$ cat src/rtl/clkdiv_pkg.sv
// Shared types and helpers for the multi-channel clock divider.
//   div_t     : divisor / counter word
//   MIN_DIV   : smallest divisor a channel will run with
//   clamp_div : raise any divisor below MIN_DIV to MIN_DIV
package clkdiv_pkg;
  localparam int DIV_W   = 16;
  localparam int MIN_DIV = 2;

  typedef logic [DIV_W-1:0] div_t;

  function automatic div_t clamp_div(input div_t v);
    return (v < div_t'(MIN_DIV)) ? div_t'(MIN_DIV) : v;
  endfunction
endpackage

$ cat src/rtl/clk_div_channel.sv
// One divider channel: counter, active divisor, shadow divisor, pending flag.
// The channel is busy while cnt != 0, so a dropped enable always runs the
// current period out to its wrap before the channel parks at cnt=0.
// Ports:
//   clk_in, rst_n       clock, async active-low reset
//   en                  run enable
//   load_strobe/val     divisor write (value is clamped to MIN_DIV)
//   restart             phase-align strobe, overrides everything else
//   clk_out, tick       divided clock and its rising-edge pulse (registered)
//   pending             written divisor waiting for a period boundary
module clk_div_channel
  import clkdiv_pkg::*;
#(
  parameter int CNT_W       = DIV_W,
  parameter int DEFAULT_DIV = 4
) (
  input  logic             clk_in,
  input  logic             rst_n,
  input  logic             en,
  input  logic             load_strobe,
  input  logic [CNT_W-1:0] load_val,
  input  logic             restart,
  output logic             clk_out,
  output logic             tick,
  output logic             pending
);
  logic [CNT_W-1:0] cnt, div, shadow, cnt_nxt, low_len, load_c;
  logic             busy, advance, wrap;

  generate
    if (CNT_W == DIV_W) begin : g_clamp_pkg
      assign load_c = clamp_div(load_val);
    end else begin : g_clamp_local
      assign load_c = (load_val < CNT_W'(MIN_DIV)) ? CNT_W'(MIN_DIV) : load_val;
    end
  endgenerate

  // Low phase is floor(N/2); odd N therefore gets the longer high phase.
  assign low_len = div >> 1;
  assign busy    = (cnt != '0);
  assign advance = en | busy;
  assign wrap    = advance && (cnt == div - CNT_W'(1));

  always_comb begin
    cnt_nxt = cnt;
    if (wrap)         cnt_nxt = '0;
    else if (advance) cnt_nxt = cnt + CNT_W'(1);
  end

  always_ff @(posedge clk_in or negedge rst_n) begin
    if (!rst_n) begin
      cnt     <= '0;
      div     <= CNT_W'(DEFAULT_DIV);
      shadow  <= CNT_W'(DEFAULT_DIV);
      pending <= 1'b0;
      clk_out <= 1'b0;
      tick    <= 1'b0;
    end else if (restart) begin
      cnt     <= '0;
      clk_out <= 1'b0;
      tick    <= 1'b0;
      pending <= 1'b0;
      if (load_strobe) begin
        div    <= load_c;
        shadow <= load_c;
      end else begin
        div    <= shadow;
      end
    end else begin
      cnt     <= cnt_nxt;
      clk_out <= (cnt_nxt >= low_len);
      tick    <= (cnt_nxt == low_len);
      if (load_strobe) shadow <= load_c;
      if (wrap) begin
        // Period boundary: a write landing on this edge governs the new period.
        div     <= load_strobe ? load_c : shadow;
        pending <= 1'b0;
      end else if (!advance) begin
        // Parked: adopt the shadow on the edge after it was written.
        div     <= shadow;
        pending <= load_strobe;
      end else if (load_strobe) begin
        pending <= 1'b1;
      end
    end
  end
endmodule

$ cat src/rtl/multi_clock_divider.sv
// NUM_CH independent glitch-free clock dividers sharing clk_in.
// The top only decodes the divisor write channel and fans out sync_restart.
// Ports:
//   clk_in, rst_n                      clock, async active-low reset
//   ch_en[NUM_CH]                      per-channel run enable
//   div_wr, div_wr_ch, div_wr_val      divisor write strobe, channel, value
//   sync_restart                       restart all channels in phase
//   clk_out[NUM_CH], tick[NUM_CH]      divided clocks and rising-edge pulses
//   div_pending[NUM_CH]                divisor write awaiting a boundary
module multi_clock_divider
  import clkdiv_pkg::*;
#(
  parameter int  NUM_CH      = 4,
  parameter int  CNT_W       = DIV_W,
  parameter int  DEFAULT_DIV = 4,
  localparam int SEL_W       = (NUM_CH > 1) ? $clog2(NUM_CH) : 1
) (
  input  logic              clk_in,
  input  logic              rst_n,
  input  logic [NUM_CH-1:0] ch_en,
  input  logic              div_wr,
  input  logic [SEL_W-1:0]  div_wr_ch,
  input  logic [CNT_W-1:0]  div_wr_val,
  input  logic              sync_restart,
  output logic [NUM_CH-1:0] clk_out,
  output logic [NUM_CH-1:0] tick,
  output logic [NUM_CH-1:0] div_pending
);
  logic [NUM_CH-1:0] load_strobe;

  // Out-of-range channel indices match no lane and are dropped.
  generate
    for (genvar i = 0; i < NUM_CH; i++) begin : g_ch
      assign load_strobe[i] = div_wr && (div_wr_ch == SEL_W'(i));

      clk_div_channel #(
        .CNT_W       (CNT_W),
        .DEFAULT_DIV (DEFAULT_DIV)
      ) u_ch (
        .clk_in      (clk_in),
        .rst_n       (rst_n),
        .en          (ch_en[i]),
        .load_strobe (load_strobe[i]),
        .load_val    (div_wr_val),
        .restart     (sync_restart),
        .clk_out     (clk_out[i]),
        .tick        (tick[i]),
        .pending     (div_pending[i])
      );
    end
  endgenerate
endmodule

$ cat config.mk
export PLATFORM = sky130hd
export DESIGN_NAME = multi_clock_divider
export DESIGN_NICKNAME = d
export VERILOG_FILES = /design/src/rtl/clkdiv_pkg.sv /design/src/rtl/clk_div_channel.sv /design/src/rtl/multi_clock_divider.sv
export SDC_FILE = /design/constraint.sdc
export NUM_CORES = 1
export LEC_CHECK = 0
export ABC_CLOCK_PERIOD_IN_PS = 4700
export CAP_MARGIN = 20
export CORE_MARGIN = 1
export CORE_UTILIZATION = 55
export DETAILED_ROUTE_END_ITERATION = 10
export HOLD_SLACK_MARGIN = 0.12
export PLACE_DENSITY = 0.82
export SYNTH_ARGS = -nofsm -noshare
export SYNTH_HDL_FRONTEND = slang
export SYNTH_SLANG_ARGS = --single-unit
$ cat constraint.sdc
create_clock -name clk_in -period 4.7 [get_ports clk_in]
set_input_delay 0.47 -clock clk_in [delete_from_list [all_inputs] [get_ports clk_in]]
set_output_delay 0.47 -clock clk_in [all_outputs]
set_load 0.1 [all_outputs]
* Yosys cells after proc, flatten, opt, wreduce, memory -nomap -nowiden *
Index checks and enable logic that the tools add are counted.

storage, ports and cells
  register bits = 204
  bits in latches = 0
  bits in writable memories = 0
  ROM bits = 0
  input port bits = 26
  output and inout bits = 12
  logic and storage cells = 126
  memories = 0

cells by class
  $add $sub $neg = 8
  $mul = 0
  div/mod/pow operators = 0
  $lt $le $gt $ge = 5
  equality and inequality tests = 19
  shifts and indexed selects = 0
  multiplexer cells = 53
  bitwise gates (word level) = 4
  reduce and logical (&&, ||, !) cells = 13

operator list
  operator                                                                       number
  16-bit two-way mux                                                             29
  16-bit by 1-bit adder with 16-bit output, second input constant                4
  16-bit by 15-bit == test with 1-bit output                                     4
  16-bit == test                                                                 4
  16-bit by 15-bit greater-or-equal comparator with 1-bit output                 4
  16-bit nonzero test                                                            4
  16-bit by 1-bit subtractor with 16-bit output, second input constant           4
  1-bit two-way mux                                                              24
  16-bit by 2-bit less-than comparator with 1-bit output, second input constant  1
  4-bit by 3-bit != test with 1-bit output, second input constant                4
  3-bit != test, second input constant                                           4
  1-bit logical AND                                                              8
  2-bit == test, second input constant                                           2
  1-bit OR                                                                       4
  2-bit by 1-bit == test with 1-bit output, second input constant                1
  2-bit zero test                                                                1

* Logic depth before layout (Yosys ltp) *
  depth in word-level cells = 6
  mapped depth = 19
  gate-level depth less buffers = 17

* Hierarchy *
A second synthesis with hierarchy kept.

unflattened totals
  cells, all modules = 1336
  area, all modules = 13020.0 µm²

by module, submodules not included
  module               times used  cells each  area an instance (µm²)  seq. area each (µm²)
  clk_div_channel      4           333         3245.6                  1278.7
  multi_clock_divider  1           4           37.5                    0.0

* Worst setup path after synthesis *
OpenSTA, ideal clock, no wires.

  path type = reg-to-reg
  from = register g_ch[2].u_ch.div[0]
  to = register g_ch[2].u_ch.clk_out
  library setup time = 0.130 ns
  arrival = 4.073 ns
  required time = 4.570 ns
  setup slack = 0.497 ns
  cell stages (with the launch flop) = 19
  buffers on the path = 1
  period minus slack after synthesis = 4.203 ns
  cells stage by stage = dfrtp_1 -> inv_1 -> ha_1 -> or4b_1 -> nor3_1 -> and3_1 -> o211ai_1 -> a31oi_1 -> nor3b_1 -> buf_2 -> nor2_1 -> ha_1 -> a21o_1 -> a21o_1 -> a21oi_1 -> nor2_1 -> a211oi_1 -> nor4bb_1 -> o22ai_1

on the way
  word-level cells in the longest chain between the ends = 6

RTL lines
  what                                                            line                   text
  start, declared                                                 clk_div_channel.sv:27  logic [CNT_W-1:0] cnt, div, shadow, cnt_nxt, low_len, load_c;
  start signal, assigned                                          clk_div_channel.sv:53  div <= CNT_W'(DEFAULT_DIV);
  start signal, assigned                                          clk_div_channel.sv:64  div <= load_c;
  start signal, assigned                                          clk_div_channel.sv:67  div <= shadow;
  16-bit by 1-bit subtractor with 16-bit output                   clk_div_channel.sv:42  assign wrap = advance && (cnt == div - CNT_W'(1));
  16-bit == test                                                  clk_div_channel.sv:42
  1-bit logical AND                                               clk_div_channel.sv:42
  16-bit two-way mux                                              clk_div_channel.sv:46  if (wrap) cnt_nxt = '0;
  16-bit by 15-bit greater-or-equal comparator with 1-bit output  clk_div_channel.sv:71  clk_out <= (cnt_nxt >= low_len);
  1-bit two-way mux                                               clk_div_channel.sv:58  end else if (restart) begin
  end signal, assigned                                            clk_div_channel.sv:71
  end, declared                                                   clk_div_channel.sv:23  output logic clk_out,

No other way between the ends.
A chain may end at the register's enable or synchronous reset.

* Worst setup path in the final report *
  from = register g_ch[0].u_ch.div[0]
  to = register g_ch[0].u_ch.clk_out

on the way
  word-level cells in the longest chain between the ends = 6

RTL lines
  what                                                            line
  start, declared                                                 clk_div_channel.sv:27
  start signal, assigned                                          clk_div_channel.sv:53
  start signal, assigned                                          clk_div_channel.sv:64
  start signal, assigned                                          clk_div_channel.sv:67
  16-bit by 1-bit subtractor with 16-bit output                   clk_div_channel.sv:42
  16-bit == test                                                  clk_div_channel.sv:42
  1-bit logical AND                                               clk_div_channel.sv:42
  16-bit two-way mux                                              clk_div_channel.sv:46
  16-bit by 15-bit greater-or-equal comparator with 1-bit output  clk_div_channel.sv:71
  1-bit two-way mux                                               clk_div_channel.sv:58
  end signal, assigned                                            clk_div_channel.sv:71
  end, declared                                                   clk_div_channel.sv:23

No other way between the ends.

==> results.cfg <==
[floorplanning]
rows = 57
core_um2 = 24250
die_h_um = 158.9
ios = 38
start_util = 0.5583
die_area_um2 = 25250
die_w_um = 158.9

[worst_setup_path]
crit_fanout = 9
timing.rr.end = g_ch[0].u_ch.clk_out$_DFF_PN0_
crit_required_ps = 5100
cp_cell_sequence = inv_1 -> ha_1 -> or4b_1 -> nor3_1 -> xnor2_1 -> or4_1 -> a211oi_2 -> and2_1 -> buf_4 -> nor2_1 -> ha_1 -> a21o_1 -> a21o_1 -> a21oi_1 -> nor2_1 -> a211oi_1 -> o31ai_1
slowest_stage = or4_1
critPathKind = reg2reg
critical_path_arrival_ps = 4810
rr_worst_depth = 17
start_kind = register
path_buf_inv = 2
reg2reg_slack_ps = 290
max_stage_delay_ps = 560
r2r_start = g_ch[0].u_ch.div[0]$_DFFE_PN0P_
path_delay_family = simple AND/OR/NAND/NOR gates
endpoint_kind = register

[synth]
synth_cell_type_count = 78
synth_flop_cell = dfrtp_1
synth-edff-count = 0
syn_avg_cell_area_um2 = 9.235
synthesis.nets = 1564
async_reset_ff_frac = 1.000
ys_seq_elements = 204
syn-instance-count = 1466
yosys_warnings = 0
ys_seq_area_frac = 0.3778
synthesis.area_um2 = 13540

[place]
placed_cell_area_um2 = 14080
gp_congestion = 0.9080
place_ws_ps = 348.0
io_buffers = 37
dp_hpwl_mm = 23.86

[min_path]
hold_path.class = in2async

[clock_tree]
cts_sinks = 204
clkLatencyLatePin_ps = 520
numCtsBuffers = 22
htree_num_levels = 1
clockRootBuffer = clkbuf_16
tritoncts = done
clk_pin_slew_ps = 60
cts_buffer_depth = 3

[sta]
worstMarginPinSlew_ps = 975.2
fin_crit_sh = 0.9378
skew_ps = 10.51
min_period_ps = 4407
fmax_mhz = 226.9
hold_viol_final = 0
fin_setup_tns_ps = 0
holdWs_ps = 517.5
relSlewSlack = 0.3478
setup_ws_ps = 292.5
grt_setup_unrepaired = no
slew_viol_final = 0
final-setup-viol-count = 0

[routing]
post_drt_wl_per_cell_um = 18.28
wirelength_mm = 32.93
first_pass_iters = 5
via_count = 10911
vias_per_cell = 6.058
ant_nets = 0
post-route-drc-count = 0
drt_iter0_drc = 750

[pwr]
switchingPower_w = 0.002798
power_density_nw_per_um2 = 487.1
p_total_w = 0.007253
p_clk_frac = 0.255
ir_drop_v = 0.0002563
pwr-share-seq = 0.369
p_int_w = 0.004456
p_comb_frac = 0.376
p_leak_nw = 6.632
switching_share = 0.3857

[run]
maxCapViolations = 0

[global_route]
grt_pass1_wl_mm = 54.41
antenna_found_initial = 0
grt_max_degree = 128
grt_pass1_vias = 10898
grt_overflow = 0
grt.total_usage = 0.2623

[layout]
syn_to_final_growth_pct = 9.991
fin_area_um2 = 14890
diodes = 0
final.fill_count = 2005
drive_gt1_frac = 0.1029
fin_nets = 1560

[status]
status = finished, final reports clean
==> per-layer routing <==
metal	vias up	share of wire	GRT usage
li1	5148	-	-
met1	5367	0.44	0.3452
met2	328	0.48	0.4420
met3	68	0.056	0.03762
met4	0	0.027	0.09091
met5	-	0	0
==> worst reg2reg max path, stage by stage (launching register included) <==
cell and delay (ps):
dfrtp_1 430, inv_1 110, ha_1 170, or4b_1 500
nor3_1 250, xnor2_1 100, or4_1 560, a211oi_2 370
and2_1 370, buf_4 220, nor2_1 70, ha_1 300
a21o_1 160, a21o_1 170, a21oi_1 140, nor2_1 50
a211oi_1 230, o31ai_1 100
==> synth_stat cells (all sizes together) (11+ instances only) <==
cell,n,area share
a21o,30,0.017
a21oi,94,0.035
and3,11,0.0051
buf,33,0.016
clkbuf,54,0.015
dfrtp,196,0.36
ha,72,0.067
inv,80,0.022
mux2,124,0.10
nand2,58,0.016
nand2b,12,0.0055
nand3,41,0.015
nand4,36,0.017
nor2,215,0.060
nor3,48,0.019
nor4,36,0.018
o21ai,29,0.011
or4,12,0.0072
xnor2,70,0.045
xor2,66,0.043
==> layout by cell type, fill, tap and decap left out, types with 4 or more instances in the layout <==
cell	instances
nand3b_1	6
mux2i_1	8
o21ai_0	26
dfrtp_1	196
or3_1	9
clkbuf_1	4
clkdlybuf4s50_1	36
a21oi_1	93
and3_1	11
xnor2_1	70
nor2_1	215
inv_1	80
or2_1	4
xor2_1	66
or4_1	10
a21o_1	29
nand4_1	36
nor2b_1	7
mux2_2	66
nor4_1	33
or4b_1	5
nand3_1	41
clkbuf_16	23
nor4b_1	8
nor3b_1	4
dfstp_2	8
mux2_1	58
and2_1	5
o2111ai_1	4
nand4b_1	4
ha_1	72
buf_4	18
o21a_1	5
nand2b_1	12
and4_1	9
clkbuf_8	6
a211oi_1	9
nor3_1	47
a31oi_1	8
nand2_1	58
==> through the flow <==
step	instances	util
after floorplan	1466	-
after global placement	1760	0.5809
after CTS	1800	0.6132
final	1801	0.6141
after global routing	1801	0.6141
after detailed placement	1760	0.5809
==> how the worst max path moves through the flow <==
stage / startpoint / to / slack, ps / depth (start not counted)
finish: g_ch[0].u_ch.div[0]$_DFFE_PN0P_ / g_ch[0].u_ch.clk_out$_DFF_PN0_ / 290 / 17
global route: g_ch[3].u_ch.div[1]$_DFFE_PN0P_ / g_ch[3].u_ch.clk_out$_DFF_PN0_ / 40 / 14
CTS: g_ch[2].u_ch.div[0]$_DFFE_PN0P_ / g_ch[2].u_ch.clk_out$_DFF_PN0_ / 330 / 17
detailed placement: g_ch[2].u_ch.div[0]$_DFFE_PN0P_ / g_ch[2].u_ch.clk_out$_DFF_PN0_ / 350 / 17
global placement: g_ch[2].u_ch.div[0]$_DFFE_PN0P_ / g_ch[2].u_ch.clk_out$_DFF_PN0_ / 450 / 17
floorplan: g_ch[2].u_ch.div[0]$_DFFE_PN0P_ / g_ch[2].u_ch.clk_out$_DFF_PN0_ / 500 / 18
==> registers in the layout (all words and copies together), names as in the netlist <==
signal / cells
g_ch.u_ch.cnt: 64
g_ch.u_ch.div: 64
g_ch.u_ch.shadow: 64
g_ch.u_ch.clk_out: 4
g_ch.u_ch.pending: 4
g_ch.u_ch.tick: 4
==> power groups by stage <==
| stage | Clock (W) | Combinational (W) | Sequential, W |
|---|---|---|---|
| floorplan | 0 | 0.00215 | 0.00249 |
| finish | 0.00185 | 0.00272 | 0.00268 |
| detailed placement | 0 | 0.00267 | 0.00269 |
| CTS | 0.00188 | 0.00270 | 0.00266 |
| global placement | 0 | 0.00254 | 0.00266 |
| global route | 0.00195 | 0.00304 | 0.00274 |
==> kinds of logic (layout without fill, tap and decap cells) <==
| kind of cell | count (synthesis) | count (layout) | share of synthesized area |
|---|---|---|---|
| XOR/XNOR | 136 | 136 | 0.08799 |
| multiplexers | 132 | 132 | 0.1091 |
| AND/OR/NAND/NOR | 537 | 537 | 0.2024 |
| AO/OA/AOI/OAI | 218 | 218 | 0.1035 |
| buffers and inverters | 167 | 178 | 0.05268 |
| flip-flops | 204 | 204 | 0.3778 |
| adder cells (fa/ha/maj) | 72 | 72 | 0.06654 |
==> timing repair <==
| item | in CTS | in global routing |
|---|---|---|
| hold buffers | 1 | 0 |
| buffers inserted | 0 | 0 |
| gates resized for setup | 0 | 1 |
| endpoints found under the hold margin | 75 | 0 |
| endpoints found under the setup margin | 0 | 1 |
==> final cells by class <==
class | count | area, um2 | share of cell area
clock buffers | 32 | 659.4 | 0.04428
well taps | 324 | 405.4 | 0.02722
multi-input cells | 1095 | 7721 | 0.5185
inverters | 80 | 300.3 | 0.02017
repair buffers | 59 | 574.3 | 0.03857
clock inverters | 7 | 115.1 | 0.007730
flip-flops and latches | 204 | 5115 | 0.3435
No activity file was read; power rests on OpenSTA's default activity.
